**config.mk**
```make
export PLATFORM = sky130hd
export DESIGN_NAME = adder3_share_ctrl_flat
export DESIGN_NICKNAME = d
export VERILOG_FILES = /design/src/rtl/adder3_share_ctrl_if.sv /design/src/rtl/adder3_share_ctrl.sv /design/src/flat_wrapper.sv
export SDC_FILE = /design/constraint.sdc
export NUM_CORES = 1
export LEC_CHECK = 0
export ABC_AREA = 1
export ABC_CLOCK_PERIOD_IN_PS = 1800
export CAP_MARGIN = 10
export CORE_ASPECT_RATIO = 0.9
export CORE_UTILIZATION = 35
export DETAILED_ROUTE_END_ITERATION = 10
export PLACE_DENSITY = 0.73
export SLEW_MARGIN = 15
export SYNTH_ARGS = -nofsm -noshare
export SYNTH_HDL_FRONTEND = slang
export SYNTH_SLANG_ARGS = --single-unit
export TNS_END_PERCENT = 30
```
**constraint.sdc**
```tcl
create_clock -name clk -period 1.8 [get_ports clk]
set_clock_uncertainty 0.1 [all_clocks]
set_input_delay 0.36 -clock clk [delete_from_list [all_inputs] [get_ports clk]]
set_output_delay 0.36 -clock clk [all_outputs]
set_load 0.05 [all_outputs]
```
**src/rtl/adder3_share_ctrl_if.sv**
```systemverilog
// Bundle between the requesting units, the shared three-operand adder and the
// round-robin controller that multiplexes them.
interface adder3_share_ctrl_if #(
    parameter int W   = 6,
    parameter int N   = 4,
    parameter int IDW = 2
);
    // Handshake: requester i offers a triple by holding req[i] high with its
    // operands stable; the triple is taken in exactly the cycle where
    // req[i] & gnt[i]. Responses have no ready: rsp_valid is a one-cycle
    // pulse per accepted triple and must be sampled when it is high.
    logic [N-1:0]   req;
    logic [N*W-1:0] a_in;
    logic [N*W-1:0] b_in;
    logic [N*W-1:0] c_in;
    logic           hold;
    logic [N-1:0]   gnt;
    logic [W-1:0]   add_a;
    logic [W-1:0]   add_b;
    logic [W-1:0]   add_c;
    logic [W-1:0]   add_sum;
    logic           rsp_valid;
    logic [IDW-1:0] rsp_id;
    logic [W-1:0]   rsp_sum;
    logic [IDW-1:0] dbg_ptr;

    modport master (
        output req, a_in, b_in, c_in, hold, add_sum,
        input  gnt, add_a, add_b, add_c, rsp_valid, rsp_id, rsp_sum, dbg_ptr
    );

    modport slave (
        input  req, a_in, b_in, c_in, hold, add_sum,
        output gnt, add_a, add_b, add_c, rsp_valid, rsp_id, rsp_sum, dbg_ptr
    );
endinterface

```
**src/rtl/adder3_share_ctrl.sv**
```systemverilog
// Round-robin sharing of one pipelined three-operand adder among N requesters;
// requester IDs ride a tag pipeline matched to the adder latency.
module adder3_share_ctrl #(
    parameter int W   = 6,
    parameter int N   = 4,
    parameter int LAT = 2,
    parameter int IDW = 2
) (
    input logic clk,
    input logic rst,
    adder3_share_ctrl_if.slave bus
);
    logic [IDW-1:0] ptr;
    logic [IDW-1:0] ptr_nxt;
    logic [N-1:0]   gnt_c;
    logic           win;
    logic [IDW-1:0] win_id;
    logic [IDW-1:0] idx;

    logic           v_q   [LAT+1];
    logic [IDW-1:0] tag_q [LAT+1];

    logic [W-1:0]   add_a_q;
    logic [W-1:0]   add_b_q;
    logic [W-1:0]   add_c_q;
    logic           rsp_valid_q;
    logic [IDW-1:0] rsp_id_q;
    logic [W-1:0]   rsp_sum_q;

    // Search from ptr upward with wrap; only req, hold, rst and ptr feed gnt.
    always_comb begin
        gnt_c  = '0;
        win    = 1'b0;
        win_id = '0;
        idx    = '0;
        if (!bus.hold && !rst) begin
            for (int j = 0; j < N; j++) begin
                idx = IDW'((int'(ptr) + j) % N);
                if (!win && bus.req[idx]) begin
                    win    = 1'b1;
                    win_id = idx;
                end
            end
        end
        if (win) gnt_c[win_id] = 1'b1;
    end

    assign ptr_nxt = IDW'((int'(win_id) + 1) % N);

    always_ff @(posedge clk) begin
        if (rst) begin
            ptr     <= '0;
            add_a_q <= '0;
            add_b_q <= '0;
            add_c_q <= '0;
            v_q[0]  <= 1'b0;
            tag_q[0] <= '0;
        end else begin
            v_q[0] <= win;
            if (win) begin
                ptr      <= ptr_nxt;
                add_a_q  <= bus.a_in[int'(win_id)*W +: W];
                add_b_q  <= bus.b_in[int'(win_id)*W +: W];
                add_c_q  <= bus.c_in[int'(win_id)*W +: W];
                tag_q[0] <= win_id;
            end
        end
    end

    // Stage k is valid in the cycle the adder output for that issue is k cycles old.
    always_ff @(posedge clk) begin
        for (int k = 1; k <= LAT; k++) begin
            if (rst) begin
                v_q[k]   <= 1'b0;
                tag_q[k] <= '0;
            end else begin
                v_q[k]   <= v_q[k-1];
                tag_q[k] <= tag_q[k-1];
            end
        end
    end

    always_ff @(posedge clk) begin
        if (rst) begin
            rsp_valid_q <= 1'b0;
            rsp_id_q    <= '0;
            rsp_sum_q   <= '0;
        end else begin
            rsp_valid_q <= v_q[LAT];
            if (v_q[LAT]) begin
                rsp_id_q  <= tag_q[LAT];
                rsp_sum_q <= bus.add_sum;
            end
        end
    end

    assign bus.gnt       = gnt_c;
    assign bus.add_a     = add_a_q;
    assign bus.add_b     = add_b_q;
    assign bus.add_c     = add_c_q;
    assign bus.rsp_valid = rsp_valid_q;
    assign bus.rsp_id    = rsp_id_q;
    assign bus.rsp_sum   = rsp_sum_q;
    assign bus.dbg_ptr   = ptr;
endmodule

```
**src/flat_wrapper.sv**
```systemverilog
// flat-port wrapper written by rule: the top's interface ports become plain ports
module adder3_share_ctrl_flat 
#(
    parameter int W   = 6,
    parameter int N   = 4,
    parameter int LAT = 2,
    parameter int IDW = 2
)
  (clk, rst, bus_req, bus_a_in, bus_b_in, bus_c_in, bus_hold, bus_add_sum, bus_gnt, bus_add_a, bus_add_b, bus_add_c, bus_rsp_valid, bus_rsp_id, bus_rsp_sum, bus_dbg_ptr);
  adder3_share_ctrl_if #(.W(W), .N(N), .IDW(IDW)) bus_i ();
  input logic clk;
  input logic rst;
  input wire logic [$bits(bus_i.req)-1:0] bus_req;
  input wire logic [$bits(bus_i.a_in)-1:0] bus_a_in;
  input wire logic [$bits(bus_i.b_in)-1:0] bus_b_in;
  input wire logic [$bits(bus_i.c_in)-1:0] bus_c_in;
  input wire logic [$bits(bus_i.hold)-1:0] bus_hold;
  input wire logic [$bits(bus_i.add_sum)-1:0] bus_add_sum;
  output wire logic [$bits(bus_i.gnt)-1:0] bus_gnt;
  output wire logic [$bits(bus_i.add_a)-1:0] bus_add_a;
  output wire logic [$bits(bus_i.add_b)-1:0] bus_add_b;
  output wire logic [$bits(bus_i.add_c)-1:0] bus_add_c;
  output wire logic [$bits(bus_i.rsp_valid)-1:0] bus_rsp_valid;
  output wire logic [$bits(bus_i.rsp_id)-1:0] bus_rsp_id;
  output wire logic [$bits(bus_i.rsp_sum)-1:0] bus_rsp_sum;
  output wire logic [$bits(bus_i.dbg_ptr)-1:0] bus_dbg_ptr;
  assign bus_i.req = bus_req;
  assign bus_i.a_in = bus_a_in;
  assign bus_i.b_in = bus_b_in;
  assign bus_i.c_in = bus_c_in;
  assign bus_i.hold = bus_hold;
  assign bus_i.add_sum = bus_add_sum;
  assign bus_gnt = bus_i.gnt;
  assign bus_add_a = bus_i.add_a;
  assign bus_add_b = bus_i.add_b;
  assign bus_add_c = bus_i.add_c;
  assign bus_rsp_valid = bus_i.rsp_valid;
  assign bus_rsp_id = bus_i.rsp_id;
  assign bus_rsp_sum = bus_i.rsp_sum;
  assign bus_dbg_ptr = bus_i.dbg_ptr;
  adder3_share_ctrl #(.W(W), .N(N), .LAT(LAT), .IDW(IDW)) u_core (.clk(clk), .rst(rst), .bus(bus_i));
endmodule
```
==> results of run 1 <==
## layout make-up
| type | instances | area [um2] |
|---|---|---|
| well taps | 87 | 109 |
| repair buffers | 156 | 1560 |
| clock inverters | 2 | 13.8 |
| clock buffers | 6 | 93.8 |
| flip-flops and latches | 38 | 788 |
| multi-input cells | 295 | 1440 |
| fillers | 531 | 2040 |
| inverters | 32 | 146 |
## how the worst min path moves through the flow
stage                                   from            endpoint  cells after the start
after CTS                      u_core.v_q[0]       u_core.v_q[1]                      2
after detailed placement       u_core.v_q[0]       u_core.v_q[1]                      2
final                          u_core.v_q[0]       u_core.v_q[1]                      2
after floorplan           u_core.tag_q[1][0]  u_core.tag_q[2][0]                      2
after global routing      u_core.tag_q[1][0]  u_core.tag_q[2][0]                      2
after global placement    u_core.tag_q[1][0]  u_core.tag_q[2][0]                      2
## routing by layer
metal  track usage, %  part of all wire [%]  vias up
met5                0                     0        -
met4             6.33                   1.6        0
met3             7.26                   7.5       15
met2             41.4                    50      115
met1             26.1                    41     1255
li1                 -                     -     1457
## metrics by stage
stage	utilization (%)	cells
4_1_cts	65.7	615
5_1_grt	67.1	616
3_5_place_dp	60.0	596
2_1_floorplan	-	381
3_3_place_gp	60.0	596
6_report	67.1	616
## tightest hold or removal path, delay by kind of cell (launching register included)
family | cells | cell delay (ns)
AND/OR/NAND/NOR | 1 | 0.03
flip-flops | 1 | 0.30
buffers and inverters | 1 | 0.04
## what timing repair did
action | 4_1_cts | 5_1_grt
pin swaps | 27 | 7
resized for setup | 55 | 21
setup endpoints to repair | 27 | 28
setup buffers | 9 | 3
hold endpoints to repair | 0 | 0
gates cloned | 2 | 0
## flip-flops by register name, indices dropped and copies added, names as in the netlist
| name | cells |
|---|---|
| u_core.bus.add_b | 6 |
| u_core.bus.add_a | 6 |
| u_core.bus.rsp_valid | 1 |
| u_core.bus.dbg_ptr | 2 |
| u_core.tag_q | 6 |
| u_core.v_q | 3 |
| u_core.bus.rsp_id | 2 |
| u_core.bus.rsp_sum | 6 |
| u_core.bus.add_c | 6 |
## placed cells by master, fill, tap and decap left out, drive strengths merged
cell type / netlist / routed
dlygate4sd2: 0 / 4
inv: 30 / 28
o22ai: 1 / 1
nand3: 21 / 21
dfxtp: 36 / 36
clkinv: 2 / 2
nand3b: 8 / 8
o21ai: 9 / 9
o21bai: 6 / 6
clkdlybuf4s50: 0 / 80
clkinvlp: 0 / 4
buf: 12 / 72
edfxtp: 2 / 2
a21oi: 6 / 6
nand2: 181 / 181
nor2: 63 / 63
clkbuf: 4 / 6
## power by group
part	internal, mW	leakage (nW)	switching, mW
registers	1.07	0.320	0.142
logic	1.50	1.68	2.35
clock network	0.358	0.0529	0.336
total	2.93	2.05	2.83
## kinds of logic after synthesis
group | Yosys count | synth area share [%]
DFF | 38 | 34.3
buffers and inverters | 48 | 10.8
and+or+nand+nor | 273 | 49.3
AOI/OAI and AO/OA | 22 | 5.56
==> key figures, run 1 <==
Setup path
  • Crit-path max cell delay: 0.38 ns
  • Worst Setup SP: u_core.bus.dbg_ptr[0]
  • CP Cell Sequence: buf_6, nand2_2, nand2_2, nand2_2, nand2_2, nor2_4, nand3_2, nand2_4, inv_6, nand2_8, inv_2, nand2_4, clkinvlp_4, buf_12
  • Required time of the critical path: 1.34 ns
  • Levels on crit path: 14
  • Crit path max-delay family: simple AND/OR/NAND/NOR gates
  • Crit path to: bus_gnt[1]
  • Slowest-stage cell, CP: dfxtp_4
  • Worst r2r path cells: 16
  • Buf/Inv on CP: 5
  • R2R setup slack: -0.29 ns
  • Setup Crit Path Kind: flip-flop to output port
  • Max FO, Critical Path: 6
  • Reg-to-reg endpoint: u_core.bus.add_b[4]
  • Crit path DAT: 1.94 ns
  • Critical path's most frequent cell: nand2_2
  • Worst Setup Start Kind: flip-flop
  • Critical path capture point type: output port
  • RR Startpoint: u_core.bus.dbg_ptr[0]

CTS
  • Total CTS buffers: 5
  • H-tree depth: 2
  • Root buffer cell: clkbuf_8
  • # hold bufs at CTS: 0
  • Clk buf depth: 2
  • Clock sink count: 38
  • CTS tree: yes
  • Clock latency on the worst-skew pair: 0.30 ns
  • Clock-pin slew on the worst setup and hold paths: 0.08 ns

Logic synthesis
  • Top-area cell type share of the netlist area: 31.7%
  • Yosys warnings: 0
  • Main synth FF type: dfxtp_1
  • Number of flops mapped to enable cells by yosys: 2
  • Yosys top cell by area: dfxtp_1
  • Async SR Flop Fraction: 0%
  • Distinct cell type count after synthesis: 26
  • Synthesized area: 0.00227 mm2
  • Register area share after synthesis: 34.3%
  • Synth Register Bits: 38
  • Mapped Cells: 381
  • Area contributors post-synth: dfxtp_1 (32%), nand2_1 (29%), nor2_1 (10%)
  • Syn nets: 466
  • Mean post-synth cell area: 5.97 um2
  • Commonest cells in the netlist: nand2_1 (175), nor2_1 (61), dfxtp_1 (36)
  • Most frequent cell after synthesis: nand2_1

STA
  • Final Cycle Share: 134%
  • Final hold violations: 0
  • Peak Freq: 416 MHz
  • Fin Setup TNS: -7.17 ns
  • Slew HR: 82.0%
  • Least-Margin Pin Slew: 0.270 ns
  • Min setup slack post-route: -0.605 ns
  • Worst hold margin: 0.302 ns
  • Minimum clock period: 2.40 ns
  • Max Slew Vio Count: 0
  • RSZ-0062 raised after global routing: yes
  • Endpoints failing setup: 28

Detailed routing
  • Drt total wl: 7690 um
  • Detail Route Antenna Nets: 0
  • Via/cell ratio: 4.61
  • DR pass1 iterations: 4
  • Vias: 2842
  • Drt drc: 0
  • Initial DRC Count: 87
  • Wirelength per Cell: 12.5 um

Run status
  • Status: finished, violations left
  • Failing checks: setup timing

Placement
  • GPL Wtd Cong: 0.856
  • DPL Wire Length: 5320 um
  • Placed cell areas: 0.00371 mm2
  • Number of port buffers: 117
  • Pre-CTS WS: -0.682 ns

Final layout
  • Syn-to-layout area delta: 82.3%
  • NumNets Final: 613
  • Layout cells sized above 1: 26.8%
  • Finished Cell Area: 0.00415 mm2
  • Inserted Diodes: 0

Global route
  • Initial antenna violation count: 0
  • Tot GR Track Use: 23.1%
  • Vias in the first global route: 2718
  • GRT overflow: 0
  • Global-route wire length before repair: 12400 um
  • Largest net degree at the start of global routing: 23

Die
  • Die width: 87.0 um
  • Die area: 0.00683 mm2
  • Num rows: 27
  • Num ports: 118
  • Die height: 78.5 um
  • Initial core utilization: 36.8%
  • CORE AREA: 0.00618 mm2

Power
  • Pleak: 2.05 nW
  • Worst vdd ir: 600 uV
  • Pwr Total: 5.76 mW
  • Power Density: 1390 mW/mm2

Min path
  • Hold WC Path Type: flip-flop to flip-flop

Job
  • Max_cap viols: 0
Note: power is estimated with default switching activity, not from simulation.
==> run 2: changes to the inputs <==
--- a/config.mk
+++ b/config.mk
@@ -8,10 +8,12 @@
 export ABC_AREA = 1
 export ABC_CLOCK_PERIOD_IN_PS = 1800
 export CAP_MARGIN = 10
+export CELL_PAD_IN_SITES_DETAIL_PLACEMENT = 1
+export CELL_PAD_IN_SITES_GLOBAL_PLACEMENT = 2
 export CORE_ASPECT_RATIO = 0.9
-export CORE_UTILIZATION = 35
+export CORE_UTILIZATION = 17
 export DETAILED_ROUTE_END_ITERATION = 10
-export PLACE_DENSITY = 0.73
+export PLACE_DENSITY = 0.74
 export SLEW_MARGIN = 15
 export SYNTH_ARGS = -nofsm -noshare
 export SYNTH_HDL_FRONTEND = slang
==> run 2 against run 1 <==
Net effect: the flow still finishes with violations (setup timing); die area is 100% higher; non-clock buffer count grew 3; critical path depth did not move.
==> key figures, run 2 (synthesized netlist as in run 1, its figures left out) <==
Run status
  • Status: finished, violations left (unchanged)
  • Failing checks: setup timing (unchanged)

Setup path
  • Crit-path max cell delay: 0.38 ns (about the same)
  • Crit path DAT: 1.94 ns (about the same)
  • CP Cell Sequence: buf_6, nand2_4, nand2_4, nand2_2, nand2_2, nor2_4, nand3_2, nand2_4, inv_6, nand2_8, inv_4, nand2_4, clkinvlp_4, buf_12 (was buf_6, nand2_2, nand2_2, nand2_2, nand2_2, nor2_4, nand3_2, nand2_4, inv_6, nand2_8, inv_2, nand2_4, clkinvlp_4, buf_12)
  • Buf/Inv on CP: 5 (unchanged)
  • Critical path capture point type: output port (unchanged)
  • Worst r2r path cells: 16 (unchanged)
  • Setup Crit Path Kind: flip-flop to output port (unchanged)
  • Required time of the critical path: 1.34 ns (about the same)
  • Max FO, Critical Path: 7 (was 6)
  • Levels on crit path: 14 (unchanged)
  • Worst Setup Start Kind: flip-flop (unchanged)
  • Slowest-stage cell, CP: dfxtp_4 (unchanged)
  • Crit path max-delay family: simple AND/OR/NAND/NOR gates (unchanged)
  • Critical path's most frequent cell: nand2_4 (was nand2_2)

CTS
  • Clock sink count: 38 (unchanged)
  • Total CTS buffers: 5 (unchanged)
  • CTS tree: yes (unchanged)
  • # hold bufs at CTS: 0 (unchanged)
  • Clock latency on the worst-skew pair: 0.29 ns (was 0.30 ns)
  • H-tree depth: 2 (unchanged)
  • Clock-pin slew on the worst setup and hold paths: 0.06 ns (was 0.08 ns)
  • Root buffer cell: clkbuf_16 (was clkbuf_8)
  • Clk buf depth: 2 (unchanged)

Detailed routing
  • Detail Route Antenna Nets: 0 (unchanged)
  • Initial DRC Count: 102 (was 87)
  • DR pass1 iterations: 4 (unchanged)
  • Wirelength per Cell: 13.5 um (was 12.5 um)
  • Drt drc: 0 (unchanged)
  • Drt total wl: 9420 um (was 7690 um)
  • Via/cell ratio: 4.05 (was 4.61)
  • Vias: 2822 (was 2842)

Final layout
  • Final non-filler cell total: 696 (was 616)
  • Syn-to-layout area delta: 87.7% (was 82.3%)
  • Commonest non-fill, non-tap cell in the layout: nand2_1 (unchanged)
  • Inserted Diodes: 0 (unchanged)
  • Layout cells sized above 1: 26.9% (was 26.8%)
  • Finished Cell Area: 0.00427 mm2 (was 0.00415 mm2)
  • FILL cells: 1605 (was 531)
  • Final core occ: 33.1% (was 67.1%)
  • Most frequent cells in the layout: nand2_1 (147), clkdlybuf4s50_1 (80), nor2_1 (59), buf_4 (57), dfxtp_1 (34) (was nand2_1 (154), clkdlybuf4s50_1 (80), nor2_1 (54), buf_4 (50), dfxtp_1 (34))
  • NumNets Final: 616 (was 613)

Placement
  • Pre-CTS WS: -0.747 ns (was -0.682 ns)
  • DPL Wire Length: 7110 um (was 5320 um)
  • GPL Wtd Cong: 0.798 (was 0.856)
  • Placed insts: 672 (was 596)
  • Placed cell areas: 0.00380 mm2 (was 0.00371 mm2)
  • Number of port buffers: 117 (unchanged)

Min path
  • Hold Path Depth: 2 (unchanged)
  • Hold WC Path Type: flip-flop to flip-flop (unchanged)

Die
  • CORE AREA: 0.0129 mm2 (was 0.00618 mm2)
  • Num ports: 118 (unchanged)
  • Die width: 124 um (was 87.0 um)
  • Initial core utilization: 17.7% (was 36.8%)
  • Die height: 112 um (was 78.5 um)
  • Die area: 0.0138 mm2 (was 0.00683 mm2)
  • Num rows: 39 (was 27)

STA
  • Minimum clock period: 2.40 ns (about the same)
  • Peak Freq: 417 MHz (was 416 MHz)
  • Min setup slack post-route: -0.599 ns (was -0.605 ns)
  • Slew HR: 72.1% (was 82.0%)
  • Endpoints failing setup: 28 (unchanged)
  • Least-Margin Pin Slew: 0.418 ns (was 0.270 ns)
  • RSZ-0062 raised after global routing: yes (unchanged)
  • Final hold violations: 0 (unchanged)
  • Max Slew Vio Count: 0 (unchanged)
  • Final Cycle Share: 133% (was 134%)

Global route
  • Largest net degree at the start of global routing: 23 (unchanged)
  • GRT overflow: 0 (unchanged)
  • Initial antenna violation count: 0 (unchanged)
  • Global-route wire length before repair: 14600 um (was 12400 um)
  • Tot GR Track Use: 13.8% (was 23.1%)
  • Vias in the first global route: 2967 (was 2718)

Power
  • Power Density: 1450 mW/mm2 (was 1390 mW/mm2)
  • Pleak: 2.08 nW (was 2.05 nW)
  • Worst vdd ir: 526 uV (was 600 uV)

Job
  • Max_cap viols: 0 (unchanged)
## run 2: final timing paths
path	from	to	slack, ns
max	u_core.bus.dbg_ptr[0]	bus_gnt[1]	-0.60
min	u_core.tag_q[1][0]	u_core.tag_q[2][0]	0.31
max reg2reg	u_core.bus.dbg_ptr[0]	u_core.bus.add_a[0]	-0.31
min reg2reg	u_core.tag_q[1][0]	u_core.tag_q[2][0]	0.31
## run 2: what timing repair did
item	in CTS	in global routing
setup endpoints to repair	28	29
buffers inserted	13	2
endpoints found under the hold margin	0	0
gates cloned	1	0
gates resized for setup	47	16
pin swaps	13	7
## run 2: where the power goes
part | total, mW | internal (mW) | switching [mW]
registers | 1.21 | 1.07 | 0.143
logic | 3.92 | 1.52 | 2.40
clock network | 1.04 | 0.654 | 0.389
## run 2: through the flow
stage               TNS, ns  power [mW]  hold slack (ns)
floorplan             -4.26        3.43            0.288
global placement     -14.20        4.60            0.292
detailed placement   -16.98        4.67            0.300
CTS                   -7.39        6.17            0.309
global route         -11.02        6.62            0.331
finish                -7.47        6.18            0.307
## run 2: worst register-to-register path, cell delays in order (launching register included)
cell and delay (ns):
dfxtp_4 0.38, buf_6 0.15, nand2_4 0.06, nand2_4 0.05, nand2_2 0.07, nand2_2 0.06
nor2_4 0.15, nand3_2 0.12, nand2_4 0.11, inv_6 0.05, buf_12 0.12, buf_4 0.14
nand2_2 0.10, inv_1 0.14, nand2_1 0.11, nand2_1 0.05, nor2_1 0.08
## run 2: area by class of cell
cell class / instances / area [um2] / share of cell area [%]
repair buffers: 159 / 1550 / 36.2
multi-input cells: 295 / 1410 / 33.1
flip-flops and latches: 38 / 788 / 18.5
well taps: 164 / 205 / 4.81
inverters: 32 / 146 / 3.43
clock buffers: 5 / 125 / 2.93
clock inverters: 3 / 45.0 / 1.05
## run 2: metal layers
| layer | vias up | track usage (%) | wire length (um) |
|---|---|---|---|
| met5 | - | 0 | 0 |
| met4 | 0 | 2.86 | 64 |
| met3 | 8 | 4.35 | 664 |
| met2 | 72 | 24.4 | 4630 |
| met1 | 1285 | 16.1 | 4070 |
| li1 | 1457 | - | - |
==> run 3: changes to the inputs <==
--- a/config.mk
+++ b/config.mk
@@ -13,6 +13,7 @@
 export CORE_ASPECT_RATIO = 0.9
 export CORE_UTILIZATION = 17
 export DETAILED_ROUTE_END_ITERATION = 10
+export GPL_TIMING_DRIVEN = 0
 export PLACE_DENSITY = 0.74
 export SLEW_MARGIN = 15
 export SYNTH_ARGS = -nofsm -noshare
==> run 3 against run 2 <==
Net effect: the flow still finishes with violations (setup timing); flip-flop and latch count did not move; sequential power barely moved; core utilization increased by 0.27 points; final area up 0.82%; total power is 0.97% lower; die area unchanged; via count is 0.60% higher; setup slack got worse by 0.18 ns; sequential share of layout area fell by 0.15 points; critical path depth is 2 higher.
==> key figures, run 3 (synthesized netlist as in run 1, its figures left out) <==
Detailed routing
  • Drt total wl: 9830 um (was 9420 um)
  • Via/cell ratio: 4.08 (was 4.05)
  • Initial DRC Count: 88 (was 102)
  • DR pass1 iterations: 4 (unchanged)
  • Drt drc: 0 (unchanged)
  • Wirelength per Cell: 14.1 um (was 13.5 um)
  • Detail Route Antenna Nets: 0 (unchanged)
  • Vias: 2839 (was 2822)

Setup path
  • Buf/Inv on CP: 7 (was 5)
  • Setup Crit Path Kind: flip-flop to output port (unchanged)
  • Max FO, Critical Path: 6 (was 7)
  • Crit path max-delay family: simple AND/OR/NAND/NOR gates (unchanged)
  • Crit path DAT: 2.11 ns (was 1.94 ns)
  • Worst Setup Start Kind: flip-flop (unchanged)
  • Required time of the critical path: 1.34 ns (about the same)
  • Critical path's most frequent cell: nand2_2 (was nand2_4)
  • Critical path capture point type: output port (unchanged)
  • CP Cell Sequence: buf_8, inv_8, nand2_2, nand2_2, nand2_2, nand2_2, nor2_4, nand3_2, nand2_4, inv_4, nand2_8, buf_12, buf_12, nand3_4, clkinvlp_4, buf_8 (was buf_6, nand2_4, nand2_4, nand2_2, nand2_2, nor2_4, nand3_2, nand2_4, inv_6, nand2_8, inv_4, nand2_4, clkinvlp_4, buf_12)
  • Slowest-stage cell, CP: dfxtp_4 (unchanged)
  • Crit-path max cell delay: 0.39 ns (was 0.38 ns)

Placement
  • Number of port buffers: 116 (was 117)
  • DPL Wire Length: 7070 um (was 7110 um)
  • Placed cell areas: 0.00371 mm2 (was 0.00380 mm2)
  • GPL Wtd Cong: 0.771 (was 0.798)
  • Placed insts: 661 (was 672)

STA
  • Final hold violations: 0 (unchanged)
  • Endpoints failing setup: 28 (unchanged)
  • Min setup slack post-route: -0.775 ns (was -0.599 ns)
  • Least-Margin Pin Slew: 0.572 ns (was 0.418 ns)
  • Minimum clock period: 2.57 ns (was 2.40 ns)
  • Peak Freq: 388 MHz (was 417 MHz)
  • Slew HR: 61.9% (was 72.1%)
  • Max Slew Vio Count: 0 (unchanged)
  • Final Cycle Share: 143% (was 133%)
  • RSZ-0062 raised after global routing: yes (unchanged)
  • Worst hold margin: 0.305 ns (was 0.307 ns)

Die
  • CORE AREA: 0.0129 mm2 (unchanged)
  • Die height: 112 um (unchanged)
  • Num rows: 39 (unchanged)
  • Die area: 0.0138 mm2 (unchanged)
  • Num ports: 118 (unchanged)
  • Initial core utilization: 17.7% (unchanged)
  • Die width: 124 um (unchanged)

Job
  • Max_cap viols: 0 (unchanged)

Global route
  • GRT overflow: 0 (unchanged)
  • Initial antenna violation count: 0 (unchanged)
  • Global-route wire length before repair: 15200 um (was 14600 um)
  • Vias in the first global route: 3031 (was 2967)
  • Tot GR Track Use: 14.1% (was 13.8%)
  • Largest net degree at the start of global routing: 13 (was 23)

CTS
  • H-tree depth: 2 (unchanged)
  • Total CTS buffers: 5 (unchanged)
  • CTS tree: yes (unchanged)
  • Root buffer cell: clkbuf_16 (unchanged)
  • Clock latency on the worst-skew pair: 0.29 ns (about the same)
  • Clock sink count: 38 (unchanged)
  • Clk buf depth: 2 (unchanged)
  • Clock-pin slew on the worst setup and hold paths: 0.06 ns (about the same)

Final layout
  • NumNets Final: 615 (was 616)
  • Layout cells sized above 1: 19.8% (was 26.9%)
  • Finished Cell Area: 0.00431 mm2 (was 0.00427 mm2)
  • FILL cells: 1622 (was 1605)
  • Multi-input logic area: 0.00140 mm2 (was 0.00141 mm2)
  • Final non-filler cell total: 695 (was 696)
  • Inserted Diodes: 0 (unchanged)
  • Syn-to-layout area delta: 89.3% (was 87.7%)
  • Commonest non-fill, non-tap cell in the layout: nand2_1 (unchanged)
  • Most frequent cells in the layout: nand2_1 (153), clkdlybuf4s50_1 (79), nor2_1 (59), dfxtp_1 (34), dlygate4sd2_1 (33) (was nand2_1 (147), clkdlybuf4s50_1 (80), nor2_1 (59), buf_4 (57), dfxtp_1 (34))
  • FF+latch area: 788 um2 (unchanged)

Power
  • Power Density: 1420 mW/mm2 (was 1450 mW/mm2)
  • Pwr Total: 6.12 mW (was 6.18 mW)
  • Worst vdd ir: 426 uV (was 526 uV)
  • Pleak: 2.11 nW (was 2.08 nW)

Run status
  • Failing checks: setup timing (unchanged)
  • Status: finished, violations left (unchanged)

Min path
  • Hold WC Path Type: flip-flop to flip-flop (unchanged)
run 3: layout make-up:
class	count	area share [%]
Sequential cell	38	18.3
Inverter	32	3.49
Timing Repair Buffer	141	32.9
Multi-Input combinational cell	295	32.6
Tap cell	164	4.77
Clock buffer	5	2.91
Buffer	16	4.53
Clock inverter	3	0.378
Timing Repair inverter	1	0.145
run 3: path summary, 6_finish.rpt:
check | startpoint | slack [ns] | cells after the start | to
setup / recovery | u_core.bus.dbg_ptr[0] | -0.77 | 16 | bus_gnt[0]
setup reg to reg | u_core.bus.dbg_ptr[0] | -0.40 | 19 | u_core.bus.add_c[0]
hold reg to reg | u_core.v_q[0] | 0.30 | 2 | u_core.v_q[1]
hold / removal | u_core.v_q[0] | 0.30 | 2 | u_core.v_q[1]
run 3: worst min-delay path: cells and delay by family, from the launching register on:
family / cells / cell delay [ns]
and+or+nand+nor: 1 / 0.03
DFF: 1 / 0.30
buffers and inverters: 1 / 0.04
run 3: metrics by stage:
stage          TNS, ns  utilization (%)  worst slack, ns
2_1_floorplan    -4.26                -           -0.479
3_3_place_gp    -22.73             28.8            -1.57
3_5_place_dp    -23.92             28.8            -1.62
4_1_cts          -8.71             31.9           -0.765
5_1_grt         -13.76             33.4           -0.907
6_report         -9.78             33.4           -0.775
run 3: where the power goes:
part	internal, mW	switching, mW
Combinational	1.59	2.45
Sequential	1.07	0.139
Clock	0.506	0.369
run 3: what timing repair did:
item,4_1_cts,5_1_grt
hold buffers,0,0
pin swaps,9,14
endpoints found under the setup margin,57,29
cloned,2,4
buffers inserted,15,6
gates resized for setup,111,20
run 3: per-layer routing:
| metal | up-vias | part of all wire [%] | GRT usage [%] |
|---|---|---|---|
| met4 | 0 | 0.57 | 2.14 |
| met1 | 1299 | 44 | 17.0 |
| met3 | 7 | 5.7 | 3.59 |
| met5 | - | 0 | 0 |
| met2 | 70 | 50 | 25.4 |
| li1 | 1463 | - | - |
